<file path="config.mk">
export PLATFORM = sky130hd
export DESIGN_NAME = cht_seq_ctrl
export DESIGN_NICKNAME = d
export VERILOG_FILES = /design/src/rtl/cht_ctrl_pkg.sv /design/src/rtl/cht_ctrl_cnt.sv /design/src/rtl/cht_seq_ctrl.sv
export SDC_FILE = /design/constraint.sdc
export NUM_CORES = 1
export LEC_CHECK = 0
export BUFFER_PORTS_ARGS = -buffer_cell sky130_fd_sc_hd__buf_4
export CAP_MARGIN = 25
export CORE_UTILIZATION = 50
export CTS_BUF_LIST = sky130_fd_sc_hd__clkbuf_8 sky130_fd_sc_hd__clkbuf_16
export DETAILED_ROUTE_END_ITERATION = 10
export GPL_TIMING_DRIVEN = 0
export PLACE_DENSITY_LB_ADDON = 0.25
export SYNTH_ARGS = -nofsm -noshare
export SYNTH_HDL_FRONTEND = slang
export SYNTH_HIERARCHICAL = 1
export SYNTH_SLANG_ARGS = --single-unit
</file>
<file path="constraint.sdc">
create_clock -name clk -period 3.1 [get_ports clk]
set_input_delay 0.31 -clock clk [delete_from_list [all_inputs] [get_ports clk]]
set_output_delay 0.31 -clock clk [all_outputs]
set_load 0.01 [all_outputs]
</file>
<file path="src/rtl/cht_ctrl_pkg.sv">
// rtl/cht_ctrl_pkg.sv - shared types and constants for the cht sequencer
package cht_ctrl_pkg;

  localparam int CHAIN_A_LEN = 16;
  localparam int CHAIN_B_LEN = 8;
  localparam int CHAIN_C_LEN = 9;

  typedef enum logic [1:0] {
    OP_CLEAR = 2'b00,
    OP_LOAD  = 2'b01,
    OP_SHIFT = 2'b10,
    OP_RSVD  = 2'b11
  } op_e;

  typedef enum logic [1:0] {
    CH_A   = 2'b00,
    CH_B   = 2'b01,
    CH_C   = 2'b10,
    CH_ALL = 2'b11
  } chain_e;

  typedef enum logic [2:0] {
    ST_IDLE,
    ST_CLEAR,
    ST_LOAD,
    ST_SHIFT,
    ST_DONE
  } state_e;

  // Enable vector ordered {c, b, a}.
  function automatic logic [2:0] chain_mask(chain_e ch);
    case (ch)
      CH_A:    chain_mask = 3'b001;
      CH_B:    chain_mask = 3'b010;
      CH_C:    chain_mask = 3'b100;
      default: chain_mask = 3'b111;
    endcase
  endfunction

endpackage

</file>
<file path="src/rtl/cht_ctrl_cnt.sv">
// rtl/cht_ctrl_cnt.sv - loadable down-counter with hold, force-zero and zero flag
module cht_ctrl_cnt #(
  parameter int W = 8
) (
  input  logic         clk,
  input  logic         rst_n,
  input  logic         load,
  input  logic [W-1:0] load_val,
  input  logic         hold,
  input  logic         force_zero,
  output logic [W-1:0] cnt,
  output logic         zero
);

  logic [W-1:0] cnt_q, cnt_d;

  // Never wraps below zero, even if the caller forgets to hold.
  always_comb begin
    cnt_d = cnt_q;
    if (force_zero)           cnt_d = '0;
    else if (load)            cnt_d = load_val;
    else if (!hold && !zero)  cnt_d = cnt_q - W'(1);
  end

  always_ff @(posedge clk or negedge rst_n) begin
    if (!rst_n) cnt_q <= '0;
    else        cnt_q <= cnt_d;
  end

  assign cnt  = cnt_q;
  assign zero = (cnt_q == '0);

endmodule

</file>
<file path="src/rtl/cht_seq_ctrl.sv">
// rtl/cht_seq_ctrl.sv - command sequencer driving registered cht datapath strobes
module cht_seq_ctrl
  import cht_ctrl_pkg::*;
#(
  parameter int CNT_W = 8
) (
  input  logic             clk,
  input  logic             rst_n,
  input  logic             cmd_valid,
  output logic             cmd_ready,
  input  logic [1:0]       cmd_op,
  input  logic [1:0]       cmd_chain,
  input  logic [CNT_W-1:0] cmd_count,
  input  logic             stall,
  input  logic             abort,
  output logic             clr,
  output logic             load,
  output logic             shift_a,
  output logic             shift_b,
  output logic             shift_c,
  output logic [CNT_W-1:0] remaining,
  output logic             done,
  output logic             aborted,
  output logic             err
);

  state_e     state_q, state_d;
  chain_e     chain_q, chain_d;
  logic       clr_q, clr_d, load_q, load_d;
  logic [2:0] sh_q, sh_d;
  logic       done_q, done_d, aborted_q, aborted_d, err_q, err_d;

  logic             cnt_load, cnt_hold, cnt_fz, cnt_zero;
  logic [CNT_W-1:0] cnt_val;

  // Strobes are decided one edge ahead so every output is a flop.
  always_comb begin
    state_d   = state_q;
    chain_d   = chain_q;
    clr_d     = 1'b0;
    load_d    = 1'b0;
    sh_d      = 3'b000;
    done_d    = 1'b0;
    aborted_d = 1'b0;
    err_d     = 1'b0;
    cnt_load  = 1'b0;
    cnt_val   = '0;
    cnt_hold  = 1'b1;
    cnt_fz    = 1'b0;
    case (state_q)
      ST_IDLE: begin
        if (cmd_valid) begin
          case (op_e'(cmd_op))
            OP_CLEAR: begin
              state_d = ST_CLEAR;
              clr_d   = 1'b1;
            end
            OP_LOAD: begin
              state_d = ST_LOAD;
              load_d  = 1'b1;
            end
            OP_SHIFT: begin
              chain_d = chain_e'(cmd_chain);
              if (cmd_count == '0) begin
                state_d = ST_DONE;
                done_d  = 1'b1;
              end else begin
                state_d  = ST_SHIFT;
                cnt_load = 1'b1;
                cnt_val  = cmd_count - CNT_W'(1);
                sh_d     = chain_mask(chain_e'(cmd_chain));
              end
            end
            default: begin
              state_d = ST_DONE;
              done_d  = 1'b1;
              err_d   = 1'b1;
            end
          endcase
        end
      end
      ST_CLEAR, ST_LOAD: begin
        state_d   = ST_DONE;
        done_d    = 1'b1;
        aborted_d = abort;
      end
      ST_SHIFT: begin
        if (abort) begin
          state_d   = ST_DONE;
          done_d    = 1'b1;
          aborted_d = 1'b1;
          cnt_fz    = 1'b1;
        end else if (cnt_zero) begin
          state_d = ST_DONE;
          done_d  = 1'b1;
        end else if (!stall) begin
          cnt_hold = 1'b0;
          sh_d     = chain_mask(chain_q);
        end
      end
      default: state_d = ST_IDLE;
    endcase
  end

  always_ff @(posedge clk or negedge rst_n) begin
    if (!rst_n) begin
      state_q   <= ST_IDLE;
      chain_q   <= CH_A;
      clr_q     <= 1'b0;
      load_q    <= 1'b0;
      sh_q      <= 3'b000;
      done_q    <= 1'b0;
      aborted_q <= 1'b0;
      err_q     <= 1'b0;
    end else begin
      state_q   <= state_d;
      chain_q   <= chain_d;
      clr_q     <= clr_d;
      load_q    <= load_d;
      sh_q      <= sh_d;
      done_q    <= done_d;
      aborted_q <= aborted_d;
      err_q     <= err_d;
    end
  end

  cht_ctrl_cnt #(.W(CNT_W)) u_cnt (
    .clk        (clk),
    .rst_n      (rst_n),
    .load       (cnt_load),
    .load_val   (cnt_val),
    .hold       (cnt_hold),
    .force_zero (cnt_fz),
    .cnt        (remaining),
    .zero       (cnt_zero)
  );

  assign cmd_ready = (state_q == ST_IDLE);
  assign clr       = clr_q;
  assign load      = load_q;
  assign shift_a   = sh_q[0];
  assign shift_b   = sh_q[1];
  assign shift_c   = sh_q[2];
  assign done      = done_q;
  assign aborted   = aborted_q;
  assign err       = err_q;

endmodule

</file>
==> impl_results.md, run 1 <==
- Status: finished clean
- Fin. Hold Viols: 0
- Time the worst path needs with I/O delays and setup: ~3 ns
- First-pass DRT Iterations: 4
- Ant diodes: 0
- Worst Hold Class: in2reg
- Core ar.: 2520 µm²
- Die area: 2920 µm²
- Setup crit end kind: register
- Syn Nets: 170
- Top cells by area, synth: dfrtp_1, ha_1, inv_1, or4_1, nor2_1
- Final Max Tran Viols: 0
- Post-DRT Antenna Nets: 0
- Crit path max fanout: 8
- Area grow syn2layout: 25.4%
- # DRC: 0
- Top cell type's share of synthesized area: 0.388
- Fmax: between 0.3 and 0.4 GHz
- RSZ-0062 raised after global routing: no
- Req. time, crit path: roughly 3.3 ns
- CTS buffer count: 3
- Syn Std Cell Area: 1360 µm²
- Initial DRC Count: 30
- Skew final: 0.000673 ns
- Share of layout cells above drive strength 1: 0.258
- Post-synthesis sequential area ratio: 0.388
- H-tree level count: 1
- Largest net degree at the start of global routing: 22
- Yosys synthesis warning count: 6
- Port Buf Inserts: 33
- Tcrit/Tclk final: 0.949
- Mapped Avg Cell Area: 9.41 µm²
- Clk slew on worst S/H paths: 0.08 ns
- Kind of critical path: reg2reg
- PD cells: around 630 nW/µm²
- Slew HR: 0.649
- Io pins: 34
- Latest clock arrival within the worst-skew pair: ~0.26 ns
- Cell accounting for the most synthesized area: dfrtp_1
- Root Driver: clkbuf_8
- Rows: 18
- Grt ovf: 0
- Dpl hpwl: 2.46 mm
- Static Leak: a little under 0.8 nW
- TritonCTS clock tree: built
- Total GRT Usage: 0.254
- Final Instance Count excl. Fillers: 212
- Die height: 54.1 µm
- Max VDD drop: 0.486 mV
- Die width: between 50 and 60 µm
- Total number of vias: 1,259
- Yosys reg bits: 21
- Wirelength per Cell: 15.4 µm
- Vias in the first global route: between 1,000 and 1,500
- Post-Route WL: 3.26 mm
- R2R cell count: 8
- Post-synth EDFFs: 0
- DP Cell Count: 207
- Asr flop ratio synth: 1.00
- Number of distinct library cells after synthesis: 44
- Most used DFF post-synth: dfrtp_1
- Cells on Worst Hold Path: 2
- Max_cap viols: 0
- CTS max path bufs: 2
- Post-Synthesis Cells: 144
- CTS Sinks: 21
- Final setup viols: 0
- Startpoint Class: register
- Via density per instance: 5.94
- Initial Util: 0.537
- Nets: 209
- Final core occ: 0.674
- Slew @ Worst Pin: 0.525 ns
- GPL Wtd Cong: 0.857
- First-pass GRT wire length: 5.20 mm
- Setup TNS: 0 ns
- Critical path data arrival time: approximately 3.1 ns
- Initial antenna violation count: 0
==> cells by family after synthesis <==
logic type,share of synthesized area
flip-flops,0.388
AO/OA/AOI/OAI,0.183
adder cells (fa/ha/maj),0.0831
XOR/XNOR,0.0194
AND/OR/NAND/NOR,0.264
buffers and inverters,0.0471
multiplexers,0.0157
==> stage by stage <==
step / setup slack, ns / power [mW] / cell area, µm² / hold WS, ns
6_report: 0.158 / 1.07 / 1700 / 0.235
3_5_place_dp: 0.125 / 0.898 / 1640 / 0.216
2_1_floorplan: 0.330 / 0.696 / 1360 / 0.0144
4_1_cts: 0.101 / 1.08 / 1700 / 0.230
3_3_place_gp: 0.157 / 0.866 / 1640 / 0.207
5_1_grt: 0.0211 / 1.16 / 1700 / 0.238
==> routing by layer <==
metal,vias to the layer above,GRT usage,wire length (µm),share of wire
li1,614,-,-,-
met1,607,0.325,1530,0.47
met2,34,0.412,1560,0.48
met3,4,0.0311,113,0.035
met4,0,0.137,49,0.015
met5,-,0,0,0
==> critical path: stages, from the launching register on <==
cell and delay [ns]:
dfrtp_1 0.37, inv_1 0.08, ha_1 0.22, nor3b_1 0.17, and2_0 0.29, or4_4 0.62
or3_1 0.41, or4_1 0.42, a311oi_1 0.27
==> power breakdown <==
| part | internal [mW] | switching [mW] |
|---|---|---|
| combinational | 0.232 | 0.223 |
| sequential | 0.354 | 0.0901 |
| clock | 0.0882 | 0.0880 |
==> Yosys cell counts, types with 2 or more instances <==
cell,number
or4_1,7
dfrtp_1,21
o21ai_0,6
or4_4,2
and3_1,2
a21oi_1,7
or3_1,4
o311ai_0,2
ha_1,9
nand3b_1,3
nor3b_1,3
nor2b_1,2
o22ai_1,3
nor4_1,2
nor3_1,6
o31ai_1,4
nand3_1,2
a311oi_1,2
a211oi_1,2
xnor2_1,3
nand2_1,3
nor2_1,13
inv_1,15
==> area by class of cell <==
| cell class | instances | area [µm²] |
|---|---|---|
| timing repair buffer | 34 | 258 |
| inverter | 15 | 56.3 |
| sequential | 21 | 526 |
| clock inverter | 1 | 3.75 |
| multi-input combinational | 106 | 769 |
| buffer | 2 | 7.51 |
| fill | 208 | 823 |
| clock buffer | 3 | 41.3 |
| tap | 30 | 37.5 |
==> flip-flops by register name, indices dropped and copies added, names as in the netlist <==
name	count
done	1
u_cnt/cnt	8
aborted	1
err	1
sh_q	3
state_q	3
clr	1
chain_q	2
load	1
==> cells in the final DEF, fill, tap and decap left out, types with 3 or more instances in the layout <==
master,n
a21oi_1,7
buf_4,33
clkbuf_8,3
dfrtp_1,21
ha_1,9
inv_1,16
nand2_1,3
nand3b_1,3
nor2_1,13
nor3_1,6
nor3b_1,3
o21ai_0,6
o22ai_1,3
o31ai_1,4
or3_1,4
or4_1,6
or4_4,3
xnor2_1,3
==> repair_timing <==
action	4_1_cts	5_1_grt
endpoints found under the setup margin	0	2
resized for setup	0	1
buffers inserted	0	0
endpoints found under the hold margin	21	0
hold buffers	1	0
==> worst paths after layout <==
check / startpoint / slack (ns) / to
worst max-delay path: u_cnt/cnt[0] / 0.16 / u_cnt/cnt[5]
worst min-delay path: cmd_op[1] / 0.24 / clr
worst max register to register: u_cnt/cnt[0] / 0.16 / u_cnt/cnt[5]
worst min register to register: chain_q[1] / 0.56 / chain_q[1]
max in group asynchronous: rst_n / 2.41 / u_cnt/cnt[0]
min in group asynchronous: rst_n / 0.47 / load
No activity file was read; power rests on OpenSTA's default activity.
==> run 2, diff against run 1 <==
- CELL_PAD_IN_SITES_DETAIL_PLACEMENT: default -> 1
- CELL_PAD_IN_SITES_GLOBAL_PLACEMENT: default -> 2
- CORE_UTILIZATION: 50 -> 31
==> run 2 against run 1 <==
Final cell count rose by 9.4%. Total power rose by 1.6%. Hold slack improved by 0.00054 ns. Combinational power barely moved. Non-clock buffer count did not move. Global-route usage fell by 7.1 points. Flip-flop and latch count did not move. Clock skew rose by 0.0014 ns. Critical path type unchanged. Cell area rose by 2.5%. Critical path depth did not move.
==> impl_results.md, run 2 (synthesis gave the netlist of run 1 again) <==
- Status: finished clean
- GR peak layer: met2
- Initial Util: 0.332
- Startpoint Class: register
- Fmax: 0.342 GHz
- Total GRT Usage: 0.183
- Total number of vias: roughly 1,300
- Nets: approximately 210
- Clk slew on worst S/H paths: 0.08 ns
- Slew HR: 0.641
- Post-Route WL: between 3 and 4 mm
- Time the worst path needs with I/O delays and setup: ~2.9 ns
- Area grow syn2layout: 28.5%
- CP startpoint: u_cnt/cnt[0]
- PD cells: roughly 630 nW/µm²
- Static Leak: about 0.80 nW
- Req. time, crit path: 3.27 ns
- Wirelength per Cell: 16.5 µm
- CTS buffer count: 3
- Rows: 23
- Final setup viols: 0
- Kind of critical path: reg2reg
- Die width: 68.1 µm
- Hold Crit Start: cmd_op[1]
- TritonCTS clock tree: built
- Max reg flops: 8
- Grt ovf: 0
- Design Area, Final: 1740 µm²
- Post-DRT Antenna Nets: 0
- Critical path data arrival time: approximately 3 ns
- Dpl hpwl: 2.94 mm
- Die area: roughly 4600 µm²
- Port Buf Inserts: 33
- Reg-to-reg endpoint: u_cnt/cnt[5]
- Placed inst area: about 1700 µm²
- First-pass DRT Iterations: 4
- Ant diodes: 0
- Final Max Tran Viols: 0
- Tcrit/Tclk final: 0.942
- H-tree level count: 1
- Largest net degree at the start of global routing: 22
- R2R cell count: 8
- Die height: 68.1 µm
- First-pass GRT wire length: 6.46 mm
- Initial DRC Count: between 50 and 60
- CTS Sinks: 21
- Vias in the first global route: approximately 1,300
- Core ar.: 4090 µm²
- Initial antenna violation count: 0
- Latest clock arrival within the worst-skew pair: 0.26 ns
- CTS max path bufs: 2
- Root Driver: clkbuf_8
- Met2 Resource Use GR: 0.321
- Global routing usage on met1: 0.231
- Fin. Hold Viols: 0
- Share of layout cells above drive strength 1: 0.280
- End point of the critical path: u_cnt/cnt[5]
- R2R Path Start: u_cnt/cnt[0]
- Commonest cells after routing, fill and taps aside: buf_4, dfrtp_1, inv_1
- Slew @ Worst Pin: 0.534 ns
- Via density per instance: 5.48
- Max_cap viols: 0
- Crit path max fanout: 8
- RSZ-0062 raised after global routing: no
- # DRC: 0
- Setup crit end kind: register
- GR Layer Usage met3: 0.0283
- Io pins: 34
- Max VDD drop: 0.217 mV
- Commonest non-fill, non-tap cell in the layout: buf_4
- Worst Hold Class: in2reg
- Power Total: 1.09 mW
- Skew final: 0.00208 ns
- GPL Wtd Cong: 0.750
- R2r setup slk: 0.18 ns
==> run 2: cell types whose count changed in the layout (fill, tap and decap cells not counted), sizes merged <==
cell,change
clkinv,+1
inv,-1
==> run 2: cell type report <==
cell class | instances | area, µm²
fillers | 487 | 2340
repair buffers | 34 | 258
inverters | 15 | 56.3
well taps | 50 | 62.6
flip-flops and latches | 21 | 526
clock buffers | 3 | 41.3
clock inverters | 1 | 5.00
multi-input cells | 106 | 786
plain buffers | 2 | 7.51
==> run 2: how the worst min path moves through the flow <==
stage | endpoint | slack, ns | cells after the start
3_3_place_gp | u_cnt/cnt[6] | 0.22 | 1
4_1_cts | clr | 0.23 | 2
3_5_place_dp | u_cnt/cnt[6] | 0.22 | 1
2_1_floorplan | aborted | 0.01 | 0
5_1_grt | clr | 0.24 | 2
6_report | clr | 0.24 | 2
==> run 2: routing by layer <==
metal	up-vias	share of wire
li1	613	-
met1	630	0.45
met2	26	0.51
met3	2	0.033
met4	0	0.0047
met5	-	0
==> run 2: power by group <==
group | switching, mW | internal, mW | leakage [nW] | total (mW)
registers | 0.0984 | 0.354 | 0.270 | 0.452
logic | 0.222 | 0.236 | 0.504 | 0.458
clock network | 0.0932 | 0.0896 | 0.0255 | 0.183
total | 0.413 | 0.679 | 0.799 | 1.09
==> run 2: stage by stage <==
step                TNS [ns]  hold slack [ns]   util  std cells  setup slack (ns)
CTS                        0            0.230  0.422        232            0.0624
finish                     0            0.236  0.426        232             0.180
global route               0            0.237  0.426        232            0.0466
floorplan                  0           0.0144      -        144             0.330
detailed placement   -0.0195            0.220  0.408        227           -0.0195
global placement           0            0.217  0.408        227            0.0696
==> run 2: worst max-delay path: stages (launching register included) <==
cell and delay (ns):
dfrtp_1 0.41, inv_1 0.10, ha_1 0.22, nor3b_1 0.19, and2_1 0.25, or4_4 0.60, or3_4 0.39, or4_1 0.43
a311oi_2 0.24
==> run 2: repair_timing <==
| item | 4_1_cts | 5_1_grt |
|---|---|---|
| resized for setup | 1 | 4 |
| pin swaps | 0 | 0 |
| hold buffers | 1 | 0 |
| endpoints found under the hold margin | 21 | 0 |
| setup buffers | 0 | 0 |
| setup endpoints to repair | 2 | 2 |
